## config.mk

```make
export PLATFORM = sky130hd
export DESIGN_NAME = ibex_rvfi_trace_buffer
export DESIGN_NICKNAME = d
export VERILOG_FILES = /design/src/rtl/ibex_rvfi_trace_buffer.sv
export SDC_FILE = /design/constraint.sdc
export NUM_CORES = 1
export LEC_CHECK = 0
export CAP_MARGIN = 20
export CELL_PAD_IN_SITES_DETAIL_PLACEMENT = 2
export CELL_PAD_IN_SITES_GLOBAL_PLACEMENT = 2
export CORE_MARGIN = 10
export CORE_UTILIZATION = 40
export CTS_CLUSTER_DIAMETER = 50
export DETAILED_ROUTE_END_ITERATION = 10
export PLACE_DENSITY = 0.74
export REMOVE_ABC_BUFFERS = 1
export SLEW_MARGIN = 20
export SYNTH_ARGS = -nofsm -noshare
export SYNTH_HDL_FRONTEND = slang
export SYNTH_SLANG_ARGS = --single-unit
```

## constraint.sdc

```tcl
create_clock -name clk_i -period 22.1 [get_ports clk_i]
set_input_delay 4.42 -clock clk_i [delete_from_list [all_inputs] [get_ports clk_i]]
set_output_delay 4.42 -clock clk_i [all_outputs]
set_load 0.05 [all_outputs]
```

## src/rtl/ibex_rvfi_trace_buffer.sv

```systemverilog
// RVFI retirement trace buffer: captures retirement records into a FIFO and
// serialises each record as four 32-bit words on a valid/ready stream.
// Overflowed records are counted and later reported by a drop-marker record.
module ibex_rvfi_trace_buffer #(
   parameter int unsigned Depth        = 8,
   parameter int unsigned DropCntWidth = 16
) (
   input  logic                       clk_i,
   input  logic                       rst_i,
   input  logic                       enable_i,
   input  logic                       rvfi_valid,
   input  logic [63:0]                rvfi_order,
   input  logic [31:0]                rvfi_insn,
   input  logic                       rvfi_trap,
   input  logic                       rvfi_halt,
   input  logic                       rvfi_intr,
   input  logic [1:0]                 rvfi_mode,
   input  logic [4:0]                 rvfi_rd_addr,
   input  logic [31:0]                rvfi_rd_wdata,
   input  logic [31:0]                rvfi_pc_rdata,
   output logic                       trace_valid_o,
   input  logic                       trace_ready_i,
   output logic [31:0]                trace_data_o,
   output logic                       trace_last_o,
   output logic [$clog2(Depth):0]     level_o,
   output logic [DropCntWidth-1:0]    drop_cnt_o
);

   localparam int unsigned PtrW = $clog2(Depth);
   localparam int unsigned LvlW = PtrW + 1;
   localparam logic [31:0] MarkerTag = 32'hDEAD_D0D0;

   typedef enum logic [1:0] {
      W0 = 2'd0,
      W1 = 2'd1,
      W2 = 2'd2,
      W3 = 2'd3
   } word_e;

   word_e                   state;
   word_e                   state_next;

   logic [127:0]            mem [Depth];
   logic [PtrW-1:0]         wr_ptr;
   logic [PtrW-1:0]         rd_ptr;
   logic [LvlW-1:0]         level;
   logic                    pending_drop;
   logic [DropCntWidth-1:0] cur_drop;
   logic [DropCntWidth-1:0] drop_cnt;

   logic                    capture;
   logic                    full;
   logic                    empty;
   logic                    push;
   logic                    push_marker;
   logic                    pop;
   logic [127:0]            push_rec;
   logic [127:0]            head_rec;
   logic [31:0]             norm_w2;
   logic [31:0]             norm_w3;

   // Upper order bits are not part of the record.
   logic                    unused_order;
   assign unused_order = ^rvfi_order[63:16];

   function automatic logic [DropCntWidth-1:0] sat_inc(input logic [DropCntWidth-1:0] v);
      return (v == '1) ? v : v + 1'b1;
   endfunction

   // Capture decision and record assembly; a pending marker takes priority
   // over an incoming record so the gap is reported in stream order.
   always_comb begin
      capture     = rvfi_valid & enable_i;
      full        = (level == LvlW'(Depth));
      empty       = (level == '0);
      push_marker = pending_drop & ~full;
      push        = push_marker | (capture & ~full & ~pending_drop);
      norm_w2     = (rvfi_rd_addr == 5'd0) ? 32'h0 : rvfi_rd_wdata;
      norm_w3     = {rvfi_order[15:0], rvfi_mode, rvfi_rd_addr,
                     rvfi_trap, rvfi_intr, rvfi_halt, 6'b0};
      if (push_marker) begin
         push_rec = {32'h0000_0001, 32'h0, 32'(cur_drop), MarkerTag};
      end else begin
         push_rec = {norm_w3, norm_w2, rvfi_insn, rvfi_pc_rdata};
      end
   end

   // FIFO storage; contents need no reset since level gates visibility.
   always_ff @(posedge clk_i) begin
      if (push) begin
         mem[wr_ptr] <= push_rec;
      end
   end

   // FIFO pointers, occupancy and drop accounting.
   always_ff @(posedge clk_i) begin
      if (rst_i) begin
         wr_ptr       <= '0;
         rd_ptr       <= '0;
         level        <= '0;
         pending_drop <= 1'b0;
         cur_drop     <= '0;
         drop_cnt     <= '0;
      end else begin
         if (push) begin
            wr_ptr <= wr_ptr + 1'b1;
         end
         if (pop) begin
            rd_ptr <= rd_ptr + 1'b1;
         end
         if (push && !pop) begin
            level <= level + 1'b1;
         end else if (!push && pop) begin
            level <= level - 1'b1;
         end
         if (push_marker) begin
            // A retire in the marker cycle is dropped and starts a new gap.
            pending_drop <= capture;
            cur_drop     <= {{(DropCntWidth-1){1'b0}}, capture};
            if (capture) begin
               drop_cnt <= sat_inc(drop_cnt);
            end
         end else if (capture && (full || pending_drop)) begin
            pending_drop <= 1'b1;
            cur_drop     <= sat_inc(cur_drop);
            drop_cnt     <= sat_inc(drop_cnt);
         end
      end
   end

   // Serialiser word-index register.
   always_ff @(posedge clk_i) begin
      if (rst_i) begin
         state <= W0;
      end else begin
         state <= state_next;
      end
   end

   // Serialiser next-state and stream outputs from the FIFO head.
   always_comb begin
      state_next    = state;
      trace_valid_o = ~empty;
      trace_data_o  = '0;
      trace_last_o  = 1'b0;
      pop           = 1'b0;
      head_rec      = mem[rd_ptr];
      if (!empty) begin
         case (state)
            W0:      trace_data_o = head_rec[31:0];
            W1:      trace_data_o = head_rec[63:32];
            W2:      trace_data_o = head_rec[95:64];
            default: trace_data_o = head_rec[127:96];
         endcase
         trace_last_o = (state == W3);
         if (trace_ready_i) begin
            case (state)
               W0:      state_next = W1;
               W1:      state_next = W2;
               W2:      state_next = W3;
               default: state_next = W0;
            endcase
            pop = (state == W3);
         end
      end
   end

   assign level_o    = level;
   assign drop_cnt_o = drop_cnt;

endmodule

```

==> impl_metrics.toml <==
[power]
leakage_nw = 15.2
ir_drop_uv = 67.0
p_total_mw = 4.57
cellPowerDensity_nw_per_um2 = 92.2

[grt]
grt_pass1_vias = 26800
overflow = 0
grt_max_degree = 155
grt_pass1_wl_mm = 185
grtUsageTotal_pct = 20.9
antenna_found_initial = 10

[synthesis]
synthMuxAreaShare_pct = 13.4
ys_top_cells_by_area = "edfxtp_1 70%, mux4_2 9.7%, mux2_2 2.5%, dfxtp_1 2.3%, nor2b_1 1.8%"
synth_area_leader_cell = "edfxtp_1"
ys_types = 54
synth_seq_area_share_pct = 72.3
yosysTopAreaCellShare_pct = 70.1
synth_warnings = 0
synth_flop_cell = "edfxtp_1"
synth_compound_area_share_pct = 4.31
synthSimpleGateAreaFrac_pct = 7.27
ys_ff_latch = 1032
synth-adder-area-share_pct = 0.403
async_reset_ff_share_pct = 0
syn-instance-count = 2359
synthXorXnorAreaFrac_pct = 0.623
syn_area_um2 = 42200
synth_top_family_by_area = "multiplexers"
synth_edf_count = 984
synth_area_per_cell_um2 = 17.9

[clock_tree]
cts_sinks = 1032
htree_levels = 3
worstSkewPairLatency_ns = 0.69
tritoncts = "yes"
cts_buffers = 120
clkTransAtPathRegs_ns = 0.06
cts_root_buffer = "clkbuf_16"
post_cts_resized = 0
clock_path_buffers = 3
postCtsHoldBufs = 0
postCtsSetupBuffers = 0

[floorplan]
initial_utilization_pct = 40.2
die_h_um = 345
io_pins = 229
core_area_um2 = 105000
die_x_um = 345
num_rows = 119
die-area_um2 = 119000

[sta]
worst_pin_slew_ns = 1.07
grt_setup_unrepaired = "false"
fin_skew_ns = 0.0259
min_period_over_period_pct = 46.4
setup_violations = 0
tns_ns = 0
fin_ws_ns = 11.84
hold_viol_final = 0
post-route-min-period_ns = 10.26
max_slew_margin_pct = 28.8
fmax_mhz = 97.4
drv_slew = 0

[drt]
drtIter0Drc = 1813
dr_total_vias = 23300
drc_errors = 0
viasPerCell = 5.76
dr.pass1.iters = 5
wire_per_inst_um = 30.8
wl_mm = 125
ant_nets = 0

[critical_path]
cp.required_ns = 17.68
crit_path_end_kind = "primary output"
arrival_ns = 5.84
startpoint_type = "flip-flop"
crit_path_max_fanout = 69
critPathKind = "reg2out"

[cells_and_area]
postLayoutCoreUtil_pct = 47.1
multi_input_area_um2 = 11100
drive_above_1_share_pct = 20.4
nNetsFinal = 2751
seq_area_um2 = 30500
syn2layout_area_growth_pct = 17.4
antenna_cells = 0
n_fill_cell = 9458

[min_path]
hp-class = "reg2reg"

[placed_design]
io_buffers = 180
dp_hpwl_mm = 68.7
place_ws_ns = 11.75
place_congestion = 0.759

[status]
status = "finished, final reports clean"

[flow_run]
maxCapViolations = 0
==> registers in the layout (all words and copies together) (netlist names), named ones only <==
register	cells
cur_drop	16
level_o	4
pending_drop	1
wr_ptr	3
rd_ptr	3
mem	984
drop_cnt_o	16
state	2
==> power breakdown <==
part / leakage [nW] / switching, mW / internal (mW)
registers: 9.28 / 0.0139 / 2.18
logic: 4.02 / 0.251 / 0.121
clock network: 1.91 / 0.820 / 1.18
==> Yosys cell counts (5+ instances only) <==
library cell  instances
mux2_2               94
a21oi_1              37
nand2_1             114
a2111oi_0             5
nor3_1               39
xnor2_1              25
nor4_1                9
and4_1                5
edfxtp_1            984
clkbuf_1             61
a21boi_0              5
ha_1                 12
nand3_1              12
buf_2                53
buf_4                10
nand4_1               8
or2_2                18
o21ai_0              67
nor2_1               50
a31o_2                5
nor2b_1             118
inv_1                14
dfxtp_1              48
a221oi_1             27
xor2_1                5
mux2i_1              49
a22oi_1              32
a211oi_1             56
o22ai_1              27
mux4_2              182
and3b_1              54
and2_1               35
o32ai_1               5
nand3b_1             52
buf_1                18
==> placed cells by master, fill, tap and decap left out, drive strengths merged, types with 54 or more instances in the layout <==
cell type      netlist  routed
edfxtp             984     984
mux4               182     182
clkdlybuf4s50        0     180
clkbuf              61     159
nor2b              118     118
nand2              114     114
mux2                94      94
o21ai               69      69
a211oi              56      56
and3b               54      54
==> metal layers <==
metal / wire [um] / vias to the layer above / global-route usage [%] / share of wire [%]
met5: 63 / - / 0 / 0.050
met4: 2690 / 8 / 5.58 / 2.2
met3: 6730 / 180 / 3.64 / 5.4
met2: 64300 / 654 / 36.5 / 51
met1: 51300 / 12600 / 26.8 / 41
li1: - / 9884 / - / -
==> cell families after synthesis <==
group                    Yosys count
AO/OA/AOI/OAI                    275
XOR/XNOR                          30
adder cells (fa/ha/maj)           13
buffers and inverters            157
flip-flops                      1032
multiplexers                     325
AND/OR/NAND/NOR                  527
==> final cells by class <==
| cell class | count | area share [%] |
|---|---|---|
| flip-flops and latches | 1032 | 61.7 |
| well taps | 1391 | 3.52 |
| inverters | 14 | 0.111 |
| clock inverters | 64 | 1.38 |
| clock buffers | 159 | 6.57 |
| repair buffers | 225 | 4.40 |
| multi-input cells | 1170 | 22.4 |
==> final timing paths <==
path,from,to,slack (ns),cells past startpoint
setup / recovery,flip-flop,trace_data_o[27],11.84,9
hold / removal,drop_cnt_o[15],drop_cnt_o[15],0.53,2
setup reg to reg,level_o[0],mem[4][81],18.06,7
hold reg to reg,drop_cnt_o[15],drop_cnt_o[15],0.53,2
==> critical path, cell delays in order, from the launching register on <==
cell and delay (ns):
dfxtp_4 0.86, buf_6 0.64, buf_12 0.40, buf_4 0.74, mux2_2 0.29, o21ai_0 0.16
o22ai_1 0.30, a22oi_1 0.15, a221oi_1 0.52, clkdlybuf4s50_1 0.90
==> per-stage QoR <==
stage | cells | hold slack [ns] | cell area (um2)
global placement | 3831 | 0.488 | 45500
finish | 4055 | 0.533 | 49500
floorplan | 2216 | 0.485 | 41500
global route | 4055 | 0.550 | 49500
detailed placement | 3831 | 0.514 | 45500
CTS | 4054 | 0.527 | 49500
(Power assumes the default switching activity.)
